$ cat src/rtl/uart_arb_pkg.sv
// Shared types, default parameters and helpers for the UART transmit arbiter.
package uart_arb_pkg;

  // ARB searches for the next requester. STREAM forwards bytes from the granted lane.
  typedef enum logic {
    ARB    = 1'b0,
    STREAM = 1'b1
  } arb_state_e;

  localparam int NREQ_DEF      = 4;
  localparam int MAX_BURST_DEF = 16;

  // Returns the index after idx, wrapping to zero at n.
  function automatic logic [31:0] rr_next(input logic [31:0] idx, input logic [31:0] n);
    logic [31:0] nxt;
    if (idx + 32'd1 >= n) begin
      nxt = 32'd0;
    end else begin
      nxt = idx + 32'd1;
    end
    return nxt;
  endfunction

endpackage

$ cat src/rtl/uart_rr_picker.sv
// Round-robin picker. It rotates the request vector so that rr_ptr lands
// at bit 0, takes the lowest set bit, and then rotates the index back.
module uart_rr_picker
  import uart_arb_pkg::*;
#(
  parameter int NREQ = NREQ_DEF
) (
  input  logic [NREQ-1:0]         i_req,
  input  logic [$clog2(NREQ)-1:0] i_rr_ptr,
  output logic                    o_found,
  output logic [$clog2(NREQ)-1:0] o_idx
);

  localparam int IW = $clog2(NREQ);

  logic [NREQ-1:0] w_rot;
  logic [IW-1:0]   w_k;
  logic [IW-1:0]   w_pos;
  logic            w_any;

  // Rotate the requests so that the requester at rr_ptr lands at position 0.
  always_comb begin
    w_rot = '0;
    w_k   = '0;
    for (int j = 0; j < NREQ; j++) begin
      w_k      = IW'((j + int'(i_rr_ptr)) % NREQ);
      w_rot[j] = i_req[w_k];
    end
  end

  // Priority-encode the lowest set bit of the rotated vector.
  always_comb begin
    w_any = 1'b0;
    w_pos = '0;
    for (int j = NREQ - 1; j >= 0; j--) begin
      if (w_rot[j]) begin
        w_any = 1'b1;
        w_pos = IW'(j);
      end else begin
        w_pos = w_pos;
      end
    end
  end

  // Un-rotate the winning position back into a requester index.
  always_comb begin
    o_found = w_any;
    o_idx   = IW'((int'(w_pos) + int'(i_rr_ptr)) % NREQ);
  end

endmodule

$ cat src/rtl/uart_tx_arbiter.sv
// Round-robin arbiter that shares one UART TX FIFO among NREQ byte streams.
// A grant is held for a whole message. It ends on req_last, or earlier
// when MAX_BURST bytes have been taken. Accepted bytes go straight into
// the FIFO in the same cycle.
module uart_tx_arbiter
  import uart_arb_pkg::*;
#(
  parameter int NREQ      = NREQ_DEF,
  parameter int DBIT      = 8,
  parameter int MAX_BURST = MAX_BURST_DEF
) (
  input  logic                    clk,
  input  logic                    reset,
  input  logic [NREQ-1:0]         req_valid,
  input  logic [NREQ*DBIT-1:0]    req_data,
  input  logic [NREQ-1:0]         req_last,
  output logic [NREQ-1:0]         req_ready,
  input  logic                    tx_full,
  output logic                    wr_uart,
  output logic [DBIT-1:0]         w_data,
  output logic [$clog2(NREQ)-1:0] grant_id,
  output logic                    busy
);

  localparam int GW = $clog2(NREQ);
  localparam int CW = $clog2(MAX_BURST + 1);

  arb_state_e      r_state;
  arb_state_e      w_next_state;
  logic [GW-1:0]   r_rr_ptr;
  logic [GW-1:0]   w_next_rr_ptr;
  logic [GW-1:0]   r_grant_id;
  logic [GW-1:0]   w_next_grant_id;
  logic [CW-1:0]   r_burst_cnt;
  logic [CW-1:0]   w_next_burst_cnt;

  logic            w_found;
  logic [GW-1:0]   w_pick;
  logic [DBIT-1:0] w_lane;
  logic            w_accept;
  logic            w_release;

  uart_rr_picker #(
    .NREQ (NREQ)
  ) u_picker (
    .i_req    (req_valid),
    .i_rr_ptr (r_rr_ptr),
    .o_found  (w_found),
    .o_idx    (w_pick)
  );

  // Select the granted lane, decide on acceptance, and drive the FIFO write port.
  always_comb begin
    w_lane    = '0;
    w_accept  = 1'b0;
    w_release = 1'b0;
    wr_uart   = 1'b0;
    w_data    = '0;
    req_ready = '0;
    for (int i = 0; i < NREQ; i++) begin
      w_lane = w_lane | (req_data[i*DBIT +: DBIT] & {DBIT{r_grant_id == GW'(i)}});
    end
    if (r_state == STREAM) begin
      w_accept  = req_valid[r_grant_id] & ~tx_full;
      // A byte that is both last and at the burst limit gives one release.
      w_release = w_accept & (req_last[r_grant_id] | (r_burst_cnt == CW'(MAX_BURST - 1)));
      w_data    = w_lane;
    end else begin
      w_accept  = 1'b0;
      w_release = 1'b0;
      w_data    = '0;
    end
    wr_uart = w_accept;
    for (int i = 0; i < NREQ; i++) begin
      req_ready[i] = w_accept & (r_grant_id == GW'(i));
    end
  end

  // Next-state logic: pick a requester in ARB; count bytes and release in STREAM.
  always_comb begin
    w_next_state     = r_state;
    w_next_rr_ptr    = r_rr_ptr;
    w_next_grant_id  = r_grant_id;
    w_next_burst_cnt = r_burst_cnt;
    case (r_state)
      ARB: begin
        if (w_found) begin
          w_next_state     = STREAM;
          w_next_grant_id  = w_pick;
          w_next_burst_cnt = '0;
        end else begin
          w_next_state = ARB;
        end
      end
      STREAM: begin
        if (w_release) begin
          w_next_state     = ARB;
          w_next_rr_ptr    = GW'(rr_next(32'(r_grant_id), 32'(NREQ)));
          w_next_burst_cnt = '0;
        end else if (w_accept) begin
          w_next_burst_cnt = r_burst_cnt + CW'(1);
        end else begin
          w_next_state = STREAM;
        end
      end
      default: begin
        w_next_state = ARB;
      end
    endcase
  end

  // State register. Reset returns the arbiter to idle and takes priority over everything else.
  always_ff @(posedge clk) begin
    if (reset) begin
      r_state     <= ARB;
      r_rr_ptr    <= '0;
      r_grant_id  <= '0;
      r_burst_cnt <= '0;
    end else begin
      r_state     <= w_next_state;
      r_rr_ptr    <= w_next_rr_ptr;
      r_grant_id  <= w_next_grant_id;
      r_burst_cnt <= w_next_burst_cnt;
    end
  end

  assign grant_id = r_grant_id;
  assign busy     = (r_state == STREAM);

endmodule

$ cat config.mk
export PLATFORM = sky130hd
export DESIGN_NAME = uart_tx_arbiter
export DESIGN_NICKNAME = d
export VERILOG_FILES = /design/src/rtl/uart_arb_pkg.sv /design/src/rtl/uart_rr_picker.sv /design/src/rtl/uart_tx_arbiter.sv
export SDC_FILE = /design/constraint.sdc
export NUM_CORES = 1
export LEC_CHECK = 0
export ABC_AREA = 1
export CAP_MARGIN = 20
export CORE_ASPECT_RATIO = 0.7
export CORE_MARGIN = 2
export CORE_UTILIZATION = 42
export DETAILED_ROUTE_END_ITERATION = 12
export DONT_BUFFER_PORTS = 1
export PLACE_DENSITY_LB_ADDON = 0.12
export SETUP_SLACK_MARGIN = 0.02
export SYNTH_ARGS = -nofsm -noshare
export SYNTH_HDL_FRONTEND = slang
export SYNTH_SLANG_ARGS = --single-unit
$ cat constraint.sdc
create_clock -name clk -period 2.1 [get_ports clk]
set_input_delay 0.315 -clock clk [delete_from_list [all_inputs] [get_ports clk]]
set_output_delay 0.315 -clock clk [all_outputs]
set_load 0.01 [all_outputs]
==> impl_metrics.toml, run 1 <==
[run_status]
status = "completed"

[clocking]
cts_made_buffers = 3
cts.htree.levels = 1
ctsHoldBuffers = 0
insertion_delay_ps = 240
cts_max_path_buffers = 2
cts_tree = "done"
cts_setup_buffers = 0
cts_sinks = 10
ctsResizeCount = 0
clk_pin_slew_worst_paths_ps = 50
cts_root_buffer = "clkbuf_8"

[synthesis]
ys_warn_count = 0
synth.area.top_cells = "nand2_1 (21%), dfxtp_1 (17%), nand2_2 (9.2%), inv_1 (7.8%), ha_1 (7.6%)"
synth_edf_count = 0
synthXorXnorAreaFrac = 0.0303
yosysTopAreaCellShare = 0.211
synth_area_leader_cell = "nand2_1"
synth_cells = 194
synth_top_family_by_area = "simple AND/OR/NAND/NOR gates"
yosysMostFrequentCell = "nand2_1"
synthFlopType = "dfxtp_1"
synth_compound_area_frac = 0.101
yosysSeqAreaShare = 0.173
synthMuxAreaShare = 0
ys_ff_latch = 10
syn-cell-area_mm2 = 0.00116
avgSynthCellArea_um2 = 5.96
synthArstFlopShare = 0
syn_nets = 244
yosys.area_share.simple = 0.481
synthAdderAreaFrac = 0.0758
synth_cell_types = 26
ys_top_cells_by_count = "nand2_1 (65), inv_1 (24), nand2_2 (17), nand3_1 (17), nor2_1 (11)"

[power_and_ir_drop]
ir_drop_mv = 0.346
leakagePower_nw = 0.573
cellPowerDensity_mw_per_mm2 = 698
p_total_w = 0.000853

[setup_path]
r2r_cells = 12
cp.arrival_ps = 1620
timing.rr.end = "grant_id[1]"
timing.rr.start = "r_rr_ptr[1]"
slowest_stage = "dfxtp_1"
crit_type = "register to output pin"
rrSetupSlack_ps = 240
crit_chain = "ha_1 -> nand2_1 -> a41oi_1"
critPathMaxStageDelay_ps = 490
cp.required_ps = 1780
worstPathMaxFanout = 9
cp-start-kind = "register"
cp-end-kind = "output pin"

[grt]
grt_use_met3 = 0.0565
grt_max_degree = 14
grtUsageMet1 = 0.289
top_usage_layer = "met1"
grt_pass1_vias = 996
grt_util_met2 = 0.286
grt_overflow = 0
grt.total_usage = 0.196
grt_pass1_wl_um = 4570
antenna_found_initial = 0

[route]
drtPass1Iterations = 4
wl_per_cell_um = 12.9
drt_iter0_markers = 45
route.detailed.drc = 0
wl_um = 2910
vias = 1178
ant_nets = 0
avgViaCountPerCell = 5.21

[worst_hold_path]
hold_start = "reset"
hp-class = "input port to register"
whs_path_depth = 1
hold_end = "r_rr_ptr[0]"

[sta]
skew_ps = 5.74
grt_setup_unrepaired = "no"
post-route-min-period_ps = 1930
report.final.slew_viol_count = 0
finalHoldViolCount = 0
tns_ps = 0
finalCritPeriodShare = 0.919
max_freq_mhz = 518
tightest_slew_ps = 340
maxSlewHeadroom = 0.770
setup_viol = 0

[die]
ios = 59
core_region_area_mm2 = 0.00253
dieHeight_um = 47.9
dieArea_mm2 = 0.00320
fp-row-count = 15
chipWidth_um = 66.7
start_util = 0.456

[job]
maxCapViolCount = 0

[finish]
fillers = 279
antenna_cells = 0
fin_nets = 244
syn2layout_area_growth_pct = 5.74
drive_gt1_frac = 0.203
final_area_mm2 = 0.00122

[place]
dp_hpwl_um = 2360
postPlaceCellArea_mm2 = 0.00117
port_buffers = 0
gp_congestion = 0.800
==> sequential cells by signal, indices dropped and copies added, names as in the netlist <==
signal,count
r_burst_cnt,5
grant_id,2
r_rr_ptr,2
busy,1
==> worst max path at each step <==
stage	endpoint	start
floorplan	req_ready[0]	grant_id[0]
global placement	grant_id[1]	r_rr_ptr[0]
detailed placement	grant_id[1]	r_rr_ptr[0]
CTS	req_ready[3]	grant_id[1]
global route	req_ready[2]	grant_id[0]
finish	w_data[0]	grant_id[1]
==> metrics by stage <==
step	cells	hold slack (ps)	setup slack, ps	utilization
finish	226	142	169	0.482
global route	226	136	37.3	0.482
CTS	226	144	120	0.479
detailed placement	223	389	189	0.463
global placement	223	386	237	0.463
floorplan	194	384	470	-
==> cell type report <==
| cell class | count | area, um^2 | area share |
|---|---|---|---|
| timing repair buffer | 3 | 22.5 | 0.0184 |
| inverter | 28 | 113 | 0.0921 |
| clock buffer | 3 | 41.3 | 0.0338 |
| tap | 34 | 42.5 | 0.0348 |
| sequential | 10 | 201 | 0.165 |
| multi-input combinational | 148 | 802 | 0.656 |
==> cells in the final DEF (no fill, tap or decap), types with 2 or more instances in the layout <==
cell | synthesis | routed
clkbuf_8 | 0 | 3
nor2_1 | 11 | 8
a21oi_1 | 5 | 5
nor2_2 | 3 | 6
nand2_2 | 17 | 17
nand3_1 | 17 | 17
buf_4 | 1 | 3
nand2_1 | 65 | 65
o21ai_0 | 2 | 2
xor2_1 | 2 | 2
inv_1 | 24 | 23
a41oi_1 | 8 | 8
dfxtp_1 | 10 | 9
xnor2_1 | 2 | 2
inv_2 | 3 | 4
ha_1 | 7 | 7
nand3_2 | 3 | 3
==> critical path, delay by kind of cell (launching register included) <==
family | cells | cell delay (ps)
flip-flops | 1 | 490
AO/OA/AOI/OAI | 1 | 350
adder cells (fa/ha/maj) | 1 | 410
AND/OR/NAND/NOR | 1 | 110
==> power breakdown <==
part           switching, W  internal [W]  leakage [nW]
registers         0.0000357      0.000213        0.0824
logic              0.000265      0.000139         0.469
clock network     0.0000744      0.000125        0.0216
total              0.000375      0.000478         0.573
==> cell families after synthesis <==
logic type      count (synthesis)
xor+xnor                        4
fa+ha+maj                       7
simple gates                  120
compound gates                 17
flops                          10
buf+inv                        36
==> metal layers <==
| layer | wire (um) | up-vias |
|---|---|---|
| li1 | - | 608 |
| met1 | 1440 | 528 |
| met2 | 1270 | 40 |
| met3 | 187 | 2 |
| met4 | 5 | 0 |
| met5 | 0 | - |
Power figures use the tool's default switching activity.
==> run 2: changes to the inputs <==
PLACE_DENSITY_LB_ADDON = default   (was 0.12)
==> run 2 against run 1 <==
  * Combinational power down 4%
  * Die area stayed put
  * Cell count shrank 0.44%
  * Core utilization decreased by 0.49 points
  * Highest routed layer is now met3
  * Largest cell class unchanged
  * Critical endpoint is now w_data[1]
  * Non-clock buffer count decreased by 1
  * Clock power fell by 4%
  * Setup slack worse by 49 ps
  * Via count shrank 0.76%
  * Cell area fell by 1.0%
  * First-iteration DRC count is 40% higher
  * Critical path depth did not move
  * Register-to-register slack improved by 20 ps
==> impl_metrics.toml, run 2 (synthesis gave the netlist of run 1 again) <==
[sta]
setup_viol = 0
skew_ps = 0.515
maxSlewHeadroom = 0.706
fin_hold_ws_ps = 146
max_freq_mhz = 505
finalHoldViolCount = 0
finalCritPeriodShare = 0.943
post-route-min-period_ps = 1980
report.final.slew_viol_count = 0
tns_ps = 0
tightest_slew_ps = 441
grt_setup_unrepaired = "no"

[job]
maxCapViolCount = 0

[grt]
grt_pass1_wl_um = 4660
grt_util_met2 = 0.298
antenna_found_initial = 0
grt_pass1_vias = 993
grt_max_degree = 15
grt.total_usage = 0.197
grt_overflow = 0
grt_use_met3 = 0.0471
grtUsageMet1 = 0.296
top_usage_layer = "met2"

[power_and_ir_drop]
leakagePower_nw = 0.567
ir_drop_mv = 0.348
cellPowerDensity_mw_per_mm2 = 689

[die]
fp-row-count = 15
dieArea_mm2 = 0.00320
core_region_area_mm2 = 0.00253
start_util = 0.456
dieHeight_um = 47.9
ios = 59
chipWidth_um = 66.7

[finish]
largest_reg_flops = 5
fin_nets = 243
drive_gt1_frac = 0.183
syn2layout_area_growth_pct = 4.65
top_register = "r_burst_cnt"
layout_commonest_cell = "nand2_1"
antenna_cells = 0
final_cell_mix = "nand2_1 (65), inv_1 (24), nand2_2 (17), nand3_1 (17), nor2_1 (11)"
fin_util = 0.478

[run_status]
status = "completed"

[worst_hold_path]
hold_start = "reset"
hp-class = "input port to register"

[setup_path]
cp-end-kind = "output pin"
critPathMaxStageDelay_ps = 540
crit_type = "register to output pin"
slowest_stage = "dfxtp_1"
cp_top_family = "flip-flops"
cp_num_cells = 3
crit_chain = "ha_1 -> nand2_1 -> a41oi_1"
timing.rr.end = "r_burst_cnt[4]"
cp.arrival_ps = 1660
cp-start-kind = "register"
path_buf_inv = 0
crit_path_end = "w_data[1]"
cp.required_ps = 1780
cp-startpoint = "grant_id[1]"
worstPathMaxFanout = 9
rrSetupSlack_ps = 260
timing.rr.start = "r_rr_ptr[0]"
r2r_cells = 10

[clocking]
cts_max_path_buffers = 2
ctsHoldBuffers = 0
insertion_delay_ps = 230
clk_pin_slew_worst_paths_ps = 40
cts_tree = "done"
cts_root_buffer = "clkbuf_8"
cts_sinks = 10
cts.htree.levels = 1
cts_made_buffers = 3

[route]
vias = 1169
avgViaCountPerCell = 5.20
drt_iter0_markers = 63
wl_per_cell_um = 12.8
wl_um = 2880
ant_nets = 0
route.detailed.drc = 0
drtPass1Iterations = 4

[place]
port_buffers = 0
dp_hpwl_um = 2370
gp_congestion = 0.843
## run 2: changes by cell type in the layout (fill, tap and decap cells not counted), sizes merged
cell / change
buf: -1
## run 2: metrics by stage
stage	cells	cell area (um^2)	setup WS, ps	power, W
4_1_cts	225	1210	29.1	0.000835
2_1_floorplan	194	1160	470	0.000571
6_report	225	1210	120	0.000833
3_3_place_gp	222	1160	278	0.000629
5_1_grt	225	1210	24.1	0.000908
3_5_place_dp	222	1160	268	0.000642
## run 2: final cells by class
cell class / instances / area [um^2]
flip-flops and latches: 10 / 201
clock buffers: 3 / 41.3
well taps: 34 / 42.5
multi-input cells: 148 / 797
repair buffers: 2 / 15.0
inverters: 28 / 113
fillers: 258 / 1320
## run 2: worst register-to-register path, stage by stage (launching register included)
cell     delay [ps]
dfxtp_1         580
nand2_1         150
nand3_1         140
nand2_1          80
nor2_2          120
nand2_1          70
nand2_2         210
nand2_2         140
nand2_1         110
nand2_2          80
nor2_1          100
## run 2: how the worst min path moves through the flow
stage                          end  slack [ps]  cells past startpoint
detailed placement            busy         390                      1
floorplan                     busy         380                      1
global route                  busy         140                      1
global placement       r_rr_ptr[0]         390                      1
finish                 r_rr_ptr[0]         150                      1
CTS                 r_burst_cnt[2]         140                      1
## run 2: metal layers
layer / vias to the layer above / wire length (um)
met1: 520 / 1380
met3: 0 / 229
met5: - / 0
met2: 45 / 1270
met4: 0 / 0
li1: 604 / -
## run 2: report_power, final
| group | switching (W) | internal (W) | total, W | leakage, nW |
|---|---|---|---|---|
| Combinational | 0.000255 | 0.000132 | 0.000387 | 0.464 |
| Sequential | 0.0000395 | 0.000214 | 0.000254 | 0.0822 |
| Clock | 0.0000673 | 0.000125 | 0.000192 | 0.0216 |
| Total | 0.000362 | 0.000471 | 0.000833 | 0.567 |
## run 2: timing repair
| action | CTS | global route |
|---|---|---|
| setup buffers | 0 | 0 |
| setup endpoints to repair | 0 | 9 |
| gates resized for setup | 0 | 2 |
